**config.mk**
```make
export PLATFORM = sky130hd
export DESIGN_NAME = store_size_sequencer
export DESIGN_NICKNAME = d
export VERILOG_FILES = /design/src/rtl/store_pkg.sv /design/src/rtl/store_merge.sv /design/src/rtl/store_size_sequencer.sv
export SDC_FILE = /design/constraint.sdc
export NUM_CORES = 1
export LEC_CHECK = 0
export CAP_MARGIN = 10
export CELL_PAD_IN_SITES_DETAIL_PLACEMENT = 0
export CELL_PAD_IN_SITES_GLOBAL_PLACEMENT = 2
export CORE_MARGIN = 2
export CORE_UTILIZATION = 27
export DETAILED_ROUTE_END_ITERATION = 7
export PLACE_DENSITY = 0.84
export SLEW_MARGIN = 20
export SYNTH_ARGS = -nofsm -noshare
export SYNTH_HDL_FRONTEND = slang
export SYNTH_HIERARCHICAL = 1
export SYNTH_SLANG_ARGS = --single-unit
export TNS_END_PERCENT = 10
```
**constraint.sdc**
```tcl
create_clock -name clk -period 3.44 [get_ports clk]
set_input_delay 0.688 -clock clk [delete_from_list [all_inputs] [get_ports clk]]
set_output_delay 0.688 -clock clk [all_outputs]
set_load 0.02 [all_outputs]
```
**src/rtl/store_pkg.sv**
```systemverilog
// Shared definitions for the store-size path: size encodings (shared with the
// load-size block), sequencer state type and counter width.
package store_pkg;

    localparam logic [1:0] SIZE_BYTE = 2'b00;
    localparam logic [1:0] SIZE_HALF = 2'b01;
    localparam logic [1:0] SIZE_WORD = 2'b10;
    localparam logic [1:0] SIZE_RSVD = 2'b11;

    // Wide enough for a read latency of up to 7 cycles
    localparam int CNT_W = 3;

    typedef enum logic [1:0] {
        IDLE  = 2'b00,
        READ  = 2'b01,
        WRITE = 2'b10,
        DONE  = 2'b11
    } state_e;

    // A halfword must sit on an even address, a word on a multiple of four
    function automatic logic misaligned_req(input logic [1:0] size,
                                            input logic [1:0] addr_lo);
        logic bad;
        bad = 1'b0;
        if (size == SIZE_HALF)
            bad = addr_lo[0];
        else if (size == SIZE_WORD)
            bad = (addr_lo != 2'b00);
        return bad;
    endfunction

endpackage

```
**src/rtl/store_merge.sv**
```systemverilog
// Combinational write-data merge: replaces the low byte or low halfword of the
// current memory word with register data, or passes the full word through.
// The low-lane placement mirrors the load path, which extracts [7:0]/[15:0].
module store_merge
    import store_pkg::*;
#(
    parameter int DATA_WIDTH = 32
) (
    input  logic [1:0]            size,
    input  logic [DATA_WIDTH-1:0] mem_word,
    input  logic [DATA_WIDTH-1:0] reg_data,
    output logic [DATA_WIDTH-1:0] merged
);

    // Select which lanes come from the register and which keep memory contents
    always_comb begin
        merged = reg_data;
        case (size)
            SIZE_BYTE: merged = {mem_word[DATA_WIDTH-1:8],  reg_data[7:0]};
            SIZE_HALF: merged = {mem_word[DATA_WIDTH-1:16], reg_data[15:0]};
            default:   merged = reg_data;
        endcase
    end

endmodule

```
**src/rtl/store_size_sequencer.sv**
```systemverilog
// Store-size sequencer for the multicycle MIPS datapath. Runs sb/sh as a
// read-modify-write of the target word and sw as a single direct write, owning
// the memory address, write enable and write data for the whole transaction.
// Optional build macro: STORE_ALIGN_CHECK_EN adds a misaligned output and
// turns misaligned half/word requests into an immediate DONE with no access.
module store_size_sequencer
    import store_pkg::*;
#(
    parameter int MEM_READ_LATENCY = 1,
    parameter int DATA_WIDTH       = 32
) (
    input  logic                  clk,
    input  logic                  reset,
    input  logic                  start,
    input  logic [1:0]            store_size_control,
    input  logic [31:0]           address,
    input  logic [DATA_WIDTH-1:0] store_data_in,
    input  logic [DATA_WIDTH-1:0] mem_data_in,
    output logic [31:0]           mem_address,
    output logic                  mem_write,
    output logic [DATA_WIDTH-1:0] mem_data_out,
    output logic                  busy,
    output logic                  done
`ifdef STORE_ALIGN_CHECK_EN
    ,
    output logic                  misaligned
`endif
);

    localparam logic [CNT_W-1:0] LAT_INIT = MEM_READ_LATENCY[CNT_W-1:0];

    state_e                state;
    logic [CNT_W-1:0]      cnt;
    logic [1:0]            size_q;
    logic [DATA_WIDTH-1:0] data_q;
    logic [DATA_WIDTH-1:0] merged;

    store_merge #(
        .DATA_WIDTH(DATA_WIDTH)
    ) u_merge (
        .size    (size_q),
        .mem_word(mem_data_in),
        .reg_data(data_q),
        .merged  (merged)
    );

    // Latch the request operands when a start is accepted; callers may change them afterwards
    always_ff @(posedge clk) begin
        if (state == IDLE && start) begin
            size_q <= store_size_control;
            data_q <= store_data_in;
        end
    end

    // Transaction control: state, read-latency counter and registered memory outputs
    always_ff @(posedge clk) begin
        if (reset) begin
            state        <= IDLE;
            cnt          <= '0;
            mem_address  <= '0;
            mem_write    <= 1'b0;
            mem_data_out <= '0;
`ifdef STORE_ALIGN_CHECK_EN
            misaligned   <= 1'b0;
`endif
        end else begin
            case (state)
                IDLE: begin
                    mem_write <= 1'b0;
`ifdef STORE_ALIGN_CHECK_EN
                    misaligned <= 1'b0;
                    if (start && misaligned_req(store_size_control, address[1:0])) begin
                        state      <= DONE;
                        misaligned <= 1'b1;
                    end else
`endif
                    if (start) begin
                        mem_address <= address;
                        case (store_size_control)
                            SIZE_BYTE, SIZE_HALF: begin
                                state <= READ;
                                cnt   <= LAT_INIT;
                            end
                            SIZE_WORD: begin
                                // Full word needs no read; write data is the register value
                                state        <= WRITE;
                                mem_write    <= 1'b1;
                                mem_data_out <= store_data_in;
                            end
                            default: state <= DONE;
                        endcase
                    end
                end
                READ: begin
                    cnt <= cnt - 1'b1;
                    // Read data is valid on the edge where the counter expires
                    if (cnt == 1) begin
                        state        <= WRITE;
                        mem_write    <= 1'b1;
                        mem_data_out <= merged;
                    end
                end
                WRITE: begin
                    mem_write <= 1'b0;
                    state     <= DONE;
                end
                default: begin
                    state <= IDLE;
`ifdef STORE_ALIGN_CHECK_EN
                    misaligned <= 1'b0;
`endif
                end
            endcase
        end
    end

    // Status decoded from the state register only
    always_comb begin
        busy = (state != IDLE);
        done = (state == DONE);
    end

endmodule

```
* After elaboration in Yosys (flattened, before gate mapping)
Index checks and enable logic that the tools add are counted.
** Storage, ports and cells
- Bits in registers :: 104
- Input bits :: 101
- Output and inout bits :: 67
- Word-level logic and storage cells :: 48
** Cells by class
- Add/sub/neg operators :: 1
- Equal/unequal tests :: 11
- Muxes and demuxes :: 16
- Reductions and logical operators :: 13
** Operators with widths (count)
- $pmux W32 S2 :: 2
- $mux W32 :: 3
- $eq A2 B1 Y1 const B :: 3
- $eq A2 B2 Y1 const B :: 3
- $logic_not A2 Y1 :: 3
- $mux W3 :: 2
- $pmux W2 S3 :: 1
- $pmux W3 S2 :: 1
- $reduce_and A2 Y1 :: 3
- $mux W2 :: 2
- $ne A2 B1 Y1 const B :: 2
- $ne A2 B2 Y1 const B :: 2
- $pmux W2 S2 :: 1
- $reduce_and A4 Y1 :: 1
- $reduce_bool A2 Y1 :: 2
- $eq A3 B1 Y1 const B :: 1
- $mux W1 :: 3
- $pmux W1 S3 :: 1
- $reduce_and A3 Y1 :: 1
- $reduce_bool A3 Y1 :: 1
- $sub A3 B1 Y3 const B :: 1
- $reduce_or A2 Y1 :: 1
- $logic_and A1 B1 Y1 :: 1

* Logic depth before layout (Yosys ltp)
Gate-level depths: netlist (run 1).
- Word-level depth :: 5
- Depth in mapped cells :: 8
- Gate-level depth less buffers :: 6

* Cells and area by module
Netlist (run 1), hierarchy kept.
** By module, submodules not included
- store_size_sequencer :: times used 1, cells each 364, area an instance 4076.4 µm², sequential area each 2422.3 µm²
- store_merge :: times used 1, cells each 35, area an instance 419.2 µm², sequential area each 0.0 µm²

* Worst setup path after synthesis (run 1)
OpenSTA, ideal clock, no wires.
- Kind :: input port to flip-flop
- From :: input start
- To :: register data_q[0] (enable)
- Setup time :: 0.412 ns
- Arrival :: 2.090 ns
- Data required time :: 3.028 ns
- Path slack :: 0.939 ns
- Stages on the path :: 3
- Buffers on the path :: 1
- Cell sequence :: nand2_1 inv_1 buf_1
** Between the ends
- Cells in the longest elaborated chain, start to end :: 1
** Ends and longest elaborated chain
- start, declared :: RTL line store_size_sequencer.sv:14 : input logic start,
- $logic_and A1 B1 Y1 :: RTL line store_size_sequencer.sv:49 : if (state == IDLE && start) begin
- end signal, assigned :: RTL line store_size_sequencer.sv:51 : data_q <= store_data_in;
- end, declared :: RTL line store_size_sequencer.sv:35 : logic [DATA_WIDTH-1:0] data_q;
Every way passes these cells.
A chain may end at the register's enable or synchronous reset.

* Worst setup path after layout (run 1)
- From :: register state[0]
- To :: output busy
** Between the ends
- Cells in the longest elaborated chain, start to end :: 1
** Ends and longest elaborated chain
- start, declared :: RTL line store_size_sequencer.sv:32 : state_e state;
- start signal, assigned :: RTL line store_size_sequencer.sv:58 : state <= IDLE;
- start signal, assigned :: RTL line store_size_sequencer.sv:81 : state <= READ;
- start signal, assigned :: RTL line store_size_sequencer.sv:86 : state <= WRITE;
- $reduce_bool A2 Y1 :: RTL line store_size_sequencer.sv:119 : busy = (state != IDLE);
- end, declared :: RTL line store_size_sequencer.sv:22 : output logic busy,
Every way passes these cells.

==> flow_summary.json, run 1 <==
{
  "die_width_um": 133,
  "gp_congestion": 0.718,
  "synth_area_um2": 4500,
  "clock_latency_ns": 0.34,
  "tightest_slew_ns": 0.970,
  "viasPerCell": 4.38,
  "antenna_found_initial": 0,
  "clk_pin_slew_worst_paths_ns": 0.07,
  "synth_most_common_cell": "dfxtp_1",
  "grt_pass1_wl_mm": 17.9,
  "vias": 3350,
  "worstPathMaxFanout": 7,
  "cp-start-kind": "register",
  "yosys-top-cells-area": "dfxtp_1 (31%), edfxtp_1 (23%), a211oi_2 (7.8%)",
  "die-height_um": 133,
  "drt_wl_total_mm": 11.0,
  "cts_sinks": 104,
  "fin_tns_setup_ns": 0,
  "synth-seq-cells": 104,
  "drtIter0Drc": 128,
  "max_cap_viol_count": 0,
  "antenna_left": 0,
  "p_sw_frac": 0.367,
  "crit_required_ns": 2.75,
  "ys_top_cells_by_count": "dfxtp_1 (70), nand2_1 (65), nor2_1 (38)",
  "yosysWarnings": 6,
  "drcViolationCount": 0,
  "intPower_uw": 3070,
  "synth_top_area_frac": 0.312,
  "p_switching_uw": 1780,
  "seq_area_frac_synth": 0.539,
  "finalSetupViolCount": 0,
  "power_density_nw_per_um2": 748,
  "synthArstFlopShare": 0,
  "rsz0062_at_grt": "no",
  "seq_area_um2": 2420,
  "fillers": 1578,
  "ir_worst_vdd_mv": 0.280,
  "clk_path_buf_depth": 2,
  "layout-drive-gt1-share": 0.143,
  "track_usage": 0.127,
  "first_global_vias": 3460,
  "fin_nets": 646,
  "htree_levels": 3,
  "diodes": 0,
  "p_total_uw": 4840,
  "postCtsSetupBuffers": 0,
  "portBuffers": 159,
  "firstDrtPassIters": 4,
  "syn_inst": 399,
  "multi_input_area_um2": 1830,
  "post_drt_wl_per_cell_um": 14.3,
  "top_level_ports": 168,
  "syn2layout_area_growth_pct": 44.0,
  "cts.root.buffer_cell": "clkbuf_16",
  "cts_tree": "done",
  "avgSynthCellArea_um2": 11.3,
  "combPwrFrac": 0.438,
  "ctsResizeCount": 0,
  "hp-class": "register to register",
  "seqPwrFrac": 0.363,
  "num_rows": 47,
  "synth-edff-count": 34,
  "crit_arrival_ns": 1.76,
  "slew_headroom": 0.353,
  "design.die.area_um2": 17700,
  "crit_type": "register to primary output",
  "fmaxAchievable_mhz": 409,
  "leakage_uw": 0.00224,
  "synth_ff_type": "dfxtp_1",
  "status": "finished, final reports clean",
  "post-route-min-period_ns": 2.45,
  "final_util": 0.395,
  "start_util": 0.274,
  "synth.net_count": 505,
  "finClkSkew_ns": 0.00616,
  "dp_hpwl_mm": 7.31,
  "synthDistinctLibCells": 31,
  "hold_buffers": 0,
  "period_share": 0.711,
  "fp.coreArea_um2": 16400,
  "grt_max_degree": 71,
  "end_kind": "primary output",
  "cts_buffers": 9,
  "synth_area_leader_cell": "dfxtp_1",
  "slew_viol_final": 0,
  "clkPwrFrac": 0.199,
  "grt-ovfl-total": 0,
  "hold_viol": 0
}
power by group through the flow:
stage	combinational [uW]	clock [uW]	sequential [uW]
2_1_floorplan	1210	0	2000
3_3_place_gp	2110	0	1790
3_5_place_dp	2150	0	1800
4_1_cts	2150	1020	1780
5_1_grt	2300	1060	1800
6_report	2120	966	1760
area by class of cell:
cell class	instances	share of cell area
Tap cell	220	0.0425
Multi-Input combinational cell	254	0.283
Clock buffer	9	0.0348
Sequential cell	104	0.374
Clock inverter	7	0.00715
Timing Repair Buffer	165	0.255
Inverter	6	0.00348
routing by layer:
metal / wire length [um] / global-route usage / vias up / share of wire
met1: 4950 / 0.155 / 1578 / 0.45
met3: 709 / 0.0356 / 10 / 0.065
li1: - / - / 1663 / -
met2: 5150 / 0.213 / 99 / 0.47
met4: 163 / 0.0520 / 0 / 0.015
met5: 0 / 0 / - / 0
cell usage in the layout (no fill, tap or decap), types with 2 or more instances in the layout:
master / netlist / final
nor2_1: 38 / 38
nor2b_1: 4 / 4
nand2_1: 65 / 65
edfxtp_1: 34 / 34
a21oi_1: 36 / 36
clkbuf_16: 0 / 9
inv_6: 0 / 2
mux2_2: 14 / 14
a211oi_2: 28 / 28
inv_1: 6 / 5
buf_4: 11 / 5
a211oi_1: 5 / 5
mux2_4: 10 / 10
clkinv_1: 0 / 2
nand2b_1: 4 / 4
mux2i_1: 34 / 34
clkdlybuf4s50_1: 0 / 158
dfxtp_1: 70 / 70
ha_1: 5 / 4
critical path, stage by stage, from the launching register on:
cell,delay (ns)
dfxtp_1,0.40
inv_1,0.06
ha_1,0.27
inv_1,0.07
clkdlybuf4s50_1,0.61
kinds of logic after synthesis:
kind of cell               share of synthesized area
muxes                                          0.144
DFF                                            0.539
and+or+nand+nor                                0.108
buffers and inverters                         0.0548
adders and majority gates                     0.0139
AOI/OAI and AO/OA                              0.141
per-stage QoR:
stage / worst slack, ns / std cells / hold slack [ns] / cell area [um2]
final: 0.993 / 765 / 0.455 / 6470
after global routing: 0.886 / 765 / 0.478 / 6470
after CTS: 0.956 / 764 / 0.456 / 6460
after detailed placement: 0.981 / 748 / 0.446 / 6190
after global placement: 1.01 / 748 / 0.444 / 6190
after floorplan: 0.939 / 399 / 0.460 / 4500
sequential cells by signal, indices dropped and copies added (netlist names):
signal / flops
mem_write: 1
data_q: 32
mem_data_out: 32
mem_address: 32
cnt: 3
state: 2
size_q: 2
worst paths after layout:
path	startpoint	endpoint	slack, ns	cells past startpoint
max	state[0]	busy	0.99	4
min	mem_address[19]	mem_address[19]	0.46	2
max reg2reg	state[1]	mem_data_out[29]	1.24	7
min reg2reg	mem_address[19]	mem_address[19]	0.46	2
Note: power is estimated with default switching activity, not from simulation.
==> inputs of run 2 (changes only) <==
==> constraint.sdc (replaced) <==
create_clock -name clk -period 2.38 [get_ports clk]
set_input_delay 0.476 -clock clk [delete_from_list [all_inputs] [get_ports clk]]
set_output_delay 0.476 -clock clk [all_outputs]
set_load 0.02 [all_outputs]
==> run 2 against run 1 <==
Compared with the run above: hold slack got worse by 0.00051 ns; count of clock-buffer cells in the layout unchanged; critical path depth unchanged.
==> flow_summary.json, run 2 (same netlist as run 1, synthesis figures left out) <==
{
  "rrSetupSlack_ns": 0.36,
  "track_usage": 0.125,
  "ir_worst_vdd_mv": 0.399,
  "placedInstanceArea_um2": 6270,
  "p_total_uw": 7100,
  "vias": 3362,
  "place_inst": 754,
  "num_rows": 47,
  "drtIter0Drc": 83,
  "drcViolationCount": 0,
  "firstDrtPassIters": 4,
  "post-route-min-period_ns": 2.25,
  "antenna_found_initial": 0,
  "rr_endpoint": "mem_data_out[23]",
  "fmaxAchievable_mhz": 444,
  "rsz0062_at_grt": "no",
  "cp-start-kind": "register",
  "hold_end": "mem_address[28]",
  "intPower_uw": 4490,
  "fp.coreArea_um2": 16400,
  "hp-start": "mem_address[28]",
  "postCtsSetupBuffers": 0,
  "design_area_um2": 6550,
  "p_sw_frac": 0.367,
  "grt_max_degree": 65,
  "cp_slowest_cell": "clkdlybuf4s50_1",
  "clk_path_buf_depth": 2,
  "antenna_left": 0,
  "first_global_vias": 3462,
  "design.die.area_um2": 17700,
  "critPathTopFamily": "buffers and inverters",
  "die-height_um": 133,
  "most-common-layout-cells": "clkdlybuf4s50_1 (158), dfxtp_1 (70), nand2_1 (65)",
  "start_util": 0.274,
  "fin_tns_setup_ns": 0,
  "portBuffers": 159,
  "final_util": 0.399,
  "post_drt_wl_per_cell_um": 14.3,
  "hp-class": "register to register",
  "worstRegToRegCells": 7,
  "p_switching_uw": 2610,
  "drt_wl_total_mm": 11.0,
  "top_level_ports": 168,
  "max_cap_viol_count": 0,
  "largestRegisters": "data_q: 32 flops, mem_address: 32 flops, mem_data_out: 32 flops",
  "hold_buffers": 0,
  "slew_headroom": 0.735,
  "clk_pin_slew_worst_paths_ns": 0.07,
  "cpMostUsedCell": "inv_1",
  "ctsResizeCount": 0,
  "hold_viol": 0,
  "htree_levels": 3,
  "crit_required_ns": 1.90,
  "clock_latency_ns": 0.35,
  "r2r-start": "state[0]",
  "seqPwrFrac": 0.356,
  "end_kind": "primary output",
  "finalSetupViolCount": 0,
  "fin_nets": 651,
  "path_buf_inv": 3,
  "tightest_slew_ns": 0.397,
  "holdPathStages": 2,
  "cpPeakStageDelay_ns": 0.61,
  "syn2layout_area_growth_pct": 45.7,
  "grt-ovfl-total": 0,
  "worstPathMaxFanout": 7,
  "path_cells": "inv_1 > ha_1 > inv_1 > clkdlybuf4s50_1",
  "diodes": 0,
  "clkPwrFrac": 0.200,
  "period_share": 0.947,
  "fin_cells": 770,
  "finClkSkew_ns": 0.00926,
  "gp_congestion": 0.698,
  "leakage_uw": 0.00228,
  "dp_hpwl_mm": 7.57,
  "power_density_nw_per_um2": 1080,
  "combPwrFrac": 0.444,
  "slew_viol_final": 0,
  "cts_buffers": 9,
  "crit_arrival_ns": 1.78,
  "grt_pass1_wl_mm": 17.5,
  "viasPerCell": 4.37,
  "mostFrequentLayoutCell": "clkdlybuf4s50_1",
  "cts_tree": "done",
  "layout-drive-gt1-share": 0.155,
  "die_width_um": 133,
  "cts_sinks": 104,
  "cts.root.buffer_cell": "clkbuf_16",
  "status": "finished, final reports clean",
  "crit_type": "register to primary output"
}
==> run 2: changes by cell type in the layout (fill, tap and decap cells not counted) <==
cell / before / now
buf_4: 5 / 8
buf_12: 1 / 4
clkinv_4: 1 / 3
buf_8: 1 / 0
clkinv_1: 2 / 0
clkinvlp_4: 1 / 0
clkinv_2: 1 / 2
==> run 2: routing by layer <==
metal,part of all wire,routed length [um],vias up,track usage
met5,0,0,-,0
met4,0.015,165,0,0.0550
met3,0.069,763,12,0.0387
met2,0.48,5290,99,0.206
met1,0.44,4820,1571,0.150
li1,-,-,1680,-
==> run 2: metrics by stage <==
step	setup WS, ns	hold WS, ns
3_5_place_dp	0.111	0.447
6_report	0.127	0.455
4_1_cts	0.0879	0.458
2_1_floorplan	0.385	0.460
5_1_grt	0.0208	0.473
3_3_place_gp	0.205	0.442
==> run 2: worst max path at each step <==
stage	start	end	slack, ns	cells after the start
CTS	state[0]	busy	0.09	4
global placement	store_size_control[0]	mem_data_out[21]	0.20	6
global route	state[0]	busy	0.02	4
floorplan	state[1]	data_q[0]	0.38	5
finish	state[0]	busy	0.13	4
detailed placement	store_size_control[0]	mem_data_out[23]	0.11	6
==> run 2: cell type report <==
type                    instances  area [um2]
well taps                     220         275
inverters                       6        22.5
clock buffers                   9         225
clock inverters                 7        53.8
multi-input cells             254        1830
flip-flops and latches        104        2420
repair buffers                170        1720
fillers                      1595        9860
==> run 2: tightest hold or removal path, cell delays in order, from the launching register on <==
cell	delay, ns
dfxtp_1	0.31
nand2_1	0.05
a21oi_1	0.05
==> run 2: power by group through the flow <==
stage / sequential [uW] / clock [uW] / combinational (uW)
after detailed placement: 2570 / 0 / 3210
after floorplan: 2890 / 0 / 1750
final: 2520 / 1420 / 3150
after global routing: 2580 / 1540 / 3420
after global placement: 2550 / 0 / 3150
after CTS: 2530 / 1480 / 3220
==> inputs of run 3 (changes only) <==
--- a/config.mk
+++ b/config.mk
@@ -11,6 +11,7 @@
 export CORE_MARGIN = 2
 export CORE_UTILIZATION = 27
 export DETAILED_ROUTE_END_ITERATION = 7
+export HOLD_SLACK_MARGIN = 0.03
 export PLACE_DENSITY = 0.84
 export SLEW_MARGIN = 20
 export SYNTH_ARGS = -nofsm -noshare
==> results of run 3 <==
No change in the layout: final DEF, timing and power equal those of run 2.
